<file path="src/rtl/gpio_in_filter.sv">
// rtl/gpio_in_filter.sv - per-pin synchroniser and debounce filter for a GPIO bank
//
// Purpose: brings raw asynchronous pad inputs into the hclk domain through a
// 2-flop synchroniser. It then debounces each pin with a programmable
// stability count and emits a one-cycle change strobe per pin.
//
// Configuration macro: GPIO_IN_FILTER_DEBOUNCE_EN
//   defined   - per-pin debounce counters present, db_limit honoured
//   undefined - counters removed, gpi follows the synchroniser output
//
// Ports:
//   hclk      in   1       clock
//   hresetn   in   1       asynchronous active-low reset
//   en        in   1       filter enable; 0 freezes counters and gpi, clears chg
//   db_limit  in   cnt_w   extra stable cycles required before gpi follows
//   pin_in    in   gpio_w  raw asynchronous pad inputs
//   gpi       out  gpio_w  debounced, synchronised pin levels
//   chg       out  gpio_w  one-cycle pulse coincident with a gpi change
module gpio_in_filter #(
  parameter int gpio_w = 8,
  parameter int cnt_w  = 16
) (
  input  logic              hclk,
  input  logic              hresetn,
  input  logic              en,
  input  logic [cnt_w-1:0]  db_limit,
  input  logic [gpio_w-1:0] pin_in,
  output logic [gpio_w-1:0] gpi,
  output logic [gpio_w-1:0] chg
);

  logic [gpio_w-1:0] s1;
  logic [gpio_w-1:0] s2;

  // The synchroniser runs every cycle, independent of en, so that s2 is
  // already settled when filtering resumes.
  always_ff @(posedge hclk or negedge hresetn) begin
    if (!hresetn) begin
      s1 <= '0;
      s2 <= '0;
    end else begin
      s1 <= pin_in;
      s2 <= s1;
    end
  end

`ifdef GPIO_IN_FILTER_DEBOUNCE_EN

  localparam logic [cnt_w-1:0] cnt_one = cnt_w'(1);

  logic [cnt_w-1:0] cnt [gpio_w];

  // The counter clears on any cycle where s2 matches gpi. It can therefore
  // only reach db_limit while the pin has differed for that many consecutive
  // enabled cycles, and it never exceeds db_limit, so it cannot wrap. The
  // db_limit compare is live: lowering the limit mid-count takes effect at once.
  always_ff @(posedge hclk or negedge hresetn) begin
    if (!hresetn) begin
      gpi <= '0;
      chg <= '0;
      for (int i = 0; i < gpio_w; i++) begin
        cnt[i] <= '0;
      end
    end else if (en) begin
      for (int i = 0; i < gpio_w; i++) begin
        if (s2[i] == gpi[i]) begin
          cnt[i] <= '0;
          chg[i] <= 1'b0;
        end else if (cnt[i] >= db_limit) begin
          gpi[i] <= s2[i];
          cnt[i] <= '0;
          chg[i] <= 1'b1;
        end else begin
          cnt[i] <= cnt[i] + cnt_one;
          chg[i] <= 1'b0;
        end
      end
    end else begin
      chg <= '0;
    end
  end

`else

  // Without counters db_limit has no function; fold it into a sink so it
  // does not read as a dangling input.
  logic unused_db_limit;
  assign unused_db_limit = ^db_limit;

  always_ff @(posedge hclk or negedge hresetn) begin
    if (!hresetn) begin
      gpi <= '0;
      chg <= '0;
    end else if (en) begin
      gpi <= s2;
      chg <= s2 ^ gpi;
    end else begin
      chg <= '0;
    end
  end

`endif

endmodule
</file>
<file path="config.mk">
export PLATFORM = sky130hd
export DESIGN_NAME = gpio_in_filter
export DESIGN_NICKNAME = d
export VERILOG_FILES = /design/src/rtl/gpio_in_filter.sv
export SDC_FILE = /design/constraint.sdc
export NUM_CORES = 1
export LEC_CHECK = 0
export ABC_AREA = 1
export BUFFER_PORTS_ARGS = -buffer_cell sky130_fd_sc_hd__clkbuf_2
export CAP_MARGIN = 20
export CORE_MARGIN = 1
export CORE_UTILIZATION = 48
export DETAILED_ROUTE_END_ITERATION = 7
export PLACE_DENSITY = 0.79
export SLEW_MARGIN = 20
export SYNTH_ARGS = -nofsm -noshare
export SYNTH_HDL_FRONTEND = slang
export SYNTH_SLANG_ARGS = --single-unit
export TNS_END_PERCENT = 100
</file>
<file path="constraint.sdc">
create_clock -name hclk -period 1.18 [get_ports hclk]
set_input_delay 0 -clock hclk [delete_from_list [all_inputs] [get_ports hclk]]
set_output_delay 0 -clock hclk [all_outputs]
set_load 0.01 [all_outputs]
</file>
Word level (Yosys, flattened, before mapping)
Cells that the tools add are included.
- muxes and demuxes: 1
- bitwise logic cells: 1
- operators by type and width (cell ; number):
    $mux 8 ; 1
    $xor 8x8->8 ; 1
- flip-flop bits (word level): 32
- input port bits: 27
- output and inout bits: 16
- logic and storage cells: 6

Logic depth before layout (Yosys ltp)
- depth after elaboration: 2
- depth in mapped cells: 3
- depth with buffers taken out: 3

Worst setup path before layout
No wires, ideal clock.
- kind: register to register
- from: reg gpi[0]
- to: reg chg[0]
- library setup time: 0.118 ns
- data arrival time: 0.589 ns
- required time: 1.062 ns
- slack: 0.474 ns
- cell stages (with the launch flop): 3
- buffers on the path: 0
- period minus slack after synthesis: 0.706 ns
- path through: dfrtp_1 -> nor2_1 -> nor2_2
- longest elaborated chain between the ends: 2
- ends and longest elaborated chain (item ; line ; RTL):
    from (decl) ; 28 ; output logic [gpio_w-1:0] gpi,
    from (signal assigned) ; 92 ; gpi <= '0;
    from (signal assigned) ; 95 ; gpi <= s2;
    $xor 8x8->8 ; 96 ; chg <= s2 ^ gpi;
    $mux 8 ; 94 ; end else if (en) begin
    to (signal assigned) ; 96 ;
    to (decl) ; 29 ; output logic [gpio_w-1:0] chg
Every way passes these cells.
A chain may end at the register's enable or synchronous reset.

Worst setup path in the final report
- from: reg gpi[3]
- to: out gpi[3]
No word-level cell between the ends.

==> impl_results.md <==
- Outcome: completed
- Number of cells on the worst hold path: 3
- Wire length of the first global-routing pass: 2.69 mm
- Fin crit period: 0.891 ns
- Cell count of the worst reg-to-reg path: 2
- Drt via density: 4.47
- Critical path launch point type: flip-flop
- Synthesized area divided by synthesized cell count: 11.8 um^2
- Antenna viol nets, final: 0
- Detailed Route Iter0 Violations: 19
- Total die area: 2410 um^2
- Max cap viols: 0
- Number of rows created at floorplan: 16
- Kind of cell adding the most delay to the critical path: flip-flops
- Multi-input gate area: 213 um^2
- Flip-flop and latch count after synthesis: 32
- Critical path's largest stage delay: 0.43 ns
- Aggregate global routing overflow: 0
- Layout cells sized above 1: 33.3%
- Final Max Tran Viols: 0
- Fraction of power spent switching nets: 24.4%
- Clock edge transition at the registers on the reported setup and hold paths: 0.09 ns
- Sum of negative setup slack: 0 ns
- Number of nets in the synthesized netlist: 117
- Port Buf Inserts: 26
- NetSw: 0.500 mW
- Maximum fanout along the worst path: 4
- Leak pwr: 0.714 nW
- Class of the tightest hold or removal check: input port to flip-flop
- Cell internal pwr: 1.55 mW
- Worst slack on hold paths: 0.164 ns
- Total area of sequential cells: 801 um^2
- Instance count of the mapped netlist: 90
- Part of the Yosys area used for sequential elements: 75.1%
- Amount of wire on met2 after detailed routing: 767 um
- Warnings, synthesis: 0
- Crit path capture type: primary output
- FILL cells: 163
- Horizontal die dimension: 49.1 um
- Reg2reg setup slack: 0.44 ns
- Total GRT Usage: 15.9%
- Critical path class: flip-flop to primary output
- Data arrival time of the critical path: 0.89 ns
- Number of buffers inserted during clock tree synthesis: 5
- Met1 routed wirelength after detailed routing: 630 um
- Maximum clock frequency: 1120 MHz
- Start point of the worst hold path: en
- Worst skew pair latency: 0.32 ns
- Core Box Area: 2020 um^2
- Post-CTS resize count: 0
- Drt total wl: 1.51 mm
- Antenna violations before repair: 0
- Maximum vdd drop: 0.921 mV
- DR vias: 711
- Cell area after synthesis: 1070 um^2
- Slew at the pin with the worst max-slew slack: 0.414 ns
- Reg-to-Reg Start: gpi[3]$_DFFE_PN0P_
- Weighted congestion at the end of routability-driven global placement: 0.722
- Setup repair after global routing missed its margin: false
- Number of sinks on the clock net: 32
- Clock tree from TritonCTS: done
- Number of H-tree levels: 2
- Number of primary I/O pins: 43
- Clock Tree Root: clkbuf_4
- Vias in the first global route: 678
- Slew HR: 72.4%
- Area growth from synthesis to layout: 28.2%
- Crit path required time: 1.18 ns
- Final nets: 158
- Maximum number of pins on one net before global-route repair: 33
- Ant diodes: 0
- Power Density: 1500 nW/um^2
- Uppermost metal layer occupied by signal nets: met4
- Average wire per cell in the routed design: 9.51 um
- Slowest cell on the critical path: dfrtp_1
- TritonRoute pass-1 iters: 4
- Deepest clock path buffer count: 2
- Final period utilization: 75.5%
- Final HPWL from detailed placement: 1.00 mm
- Number of failing hold endpoints at the final stage: 0
- Clock network fraction of total power: 30.5%
- Met3 routed wirelength: 75 um
- Number of endpoints failing setup at the final stage: 0
- Hold Crit Endpoint: chg[6]$_DFF_PN0_
- Post-synthesis cell type count: 8
- Starting density of the core: 52.7%
- Floorplan die height: 49.1 um
- Fraction of power consumed by combinational cells: 10.2%
- Portion of total power attributed to sequential cells: 59.3%
- Cell-by-cell trace of the critical path: clkbuf_2
- Residual DRC: 0
- Endpoint of the lowest-slack register-to-register path: chg[3]$_DFF_PN0_
- Clock skew after layout: 0.00736 ns
- Sum of buffers and inverters on the critical path: 1
worst max path at each step:
stage / depth (start not counted) / startpoint / slack (ns) / endpoint
final: 1 / gpi[3]$_DFFE_PN0P_ / 0.29 / gpi[3]
after global routing: 1 / gpi[3]$_DFFE_PN0P_ / 0.24 / gpi[3]
after CTS: 1 / gpi[3]$_DFFE_PN0P_ / 0.27 / gpi[3]
after detailed placement: 2 / gpi[3]$_DFFE_PN0P_ / 0.47 / chg[3]$_DFF_PN0_
after global placement: 2 / gpi[5]$_DFFE_PN0P_ / 0.50 / chg[5]$_DFF_PN0_
after floorplan: 2 / gpi[0]$_DFFE_PN0P_ / 0.47 / chg[0]$_DFF_PN0_
registers in the layout, summed over array words and instances (netlist names):
| register | cells |
|---|---|
| gpi | 8 |
| chg | 8 |
| s2 | 8 |
| s1 | 8 |
cell usage after synthesis:
library cell	instances	share of area [%]
o21ai_0	8	3.8
buf_6	2	2.1
nand2_1	23	8.1
nor2_2	8	4.7
nand2_2	1	0.59
dfrtp_1	32	75
inv_1	8	2.8
nor2_1	8	2.8
repair_timing:
item / CTS / global route
hold endpoints to repair: 40 / 0
buffers inserted: 0 / 0
setup endpoints to repair: 0 / 0
hold buffers: 9 / 0
routing by layer:
layer	global-route usage (%)	vias up
li1	-	351
met3	5.61	5
met4	11.8	0
met2	25.6	21
met1	17.2	334
met5	0	-
per-stage QoR:
step / worst slack, ns / cell area, um^2 / power, mW / utilization, % / instances
6_report: 0.289 / 1370 / 2.05 / 67.6 / 159
5_1_grt: 0.244 / 1370 / 2.15 / 67.6 / 159
4_1_cts: 0.270 / 1370 / 2.07 / 67.6 / 159
3_5_place_dp: 0.468 / 1210 / 1.43 / 60.1 / 142
3_3_place_gp: 0.501 / 1210 / 1.41 / 60.1 / 142
2_1_floorplan: 0.474 / 1070 / 1.33 / - / 90
power by group through the flow:
stage	sequential, mW	combinational (mW)	clock, mW
2_1_floorplan	1.25	0.0758	0
3_3_place_gp	1.23	0.182	0
5_1_grt	1.22	0.239	0.693
6_report	1.21	0.210	0.624
4_1_cts	1.21	0.215	0.646
3_5_place_dp	1.24	0.192	0
layout make-up:
cell class              count  share of cell area [%]
multi-input cells          48                    15.6
inverters                   8                    2.20
well taps                  27                    2.47
clock inverters             2                   0.733
repair buffers             36                    16.7
clock buffers               6                    3.75
flip-flops and latches     32                    58.6
worst reg2reg max path, cell delays in order, from the launching register on:
cell     delay, ns
dfrtp_1       0.43
nor2_1        0.16
nor2_2        0.06
cell usage in the layout (no fill, tap or decap):
cell,synthesis,final
buf_4,0,1
clkbuf_2,0,26
clkbuf_4,0,5
clkbuf_8,0,1
clkinv_2,0,2
dfrtp_1,32,32
dlygate4sd3_1,0,9
inv_1,8,8
nand2_1,23,23
nand2_2,1,1
nor2_1,8,8
nor2_2,8,8
o21ai_0,8,8
cells by family (layout without fill, tap and decap cells):
logic type             after synthesis  after routing  synth area share, %
AOI/OAI and AO/OA                    8              8                 3.76
buffers and inverters               10             52                 4.93
DFF                                 32             32                 75.1
and+or+nand+nor                     40             40                 16.2
(Power assumes the default switching activity.)
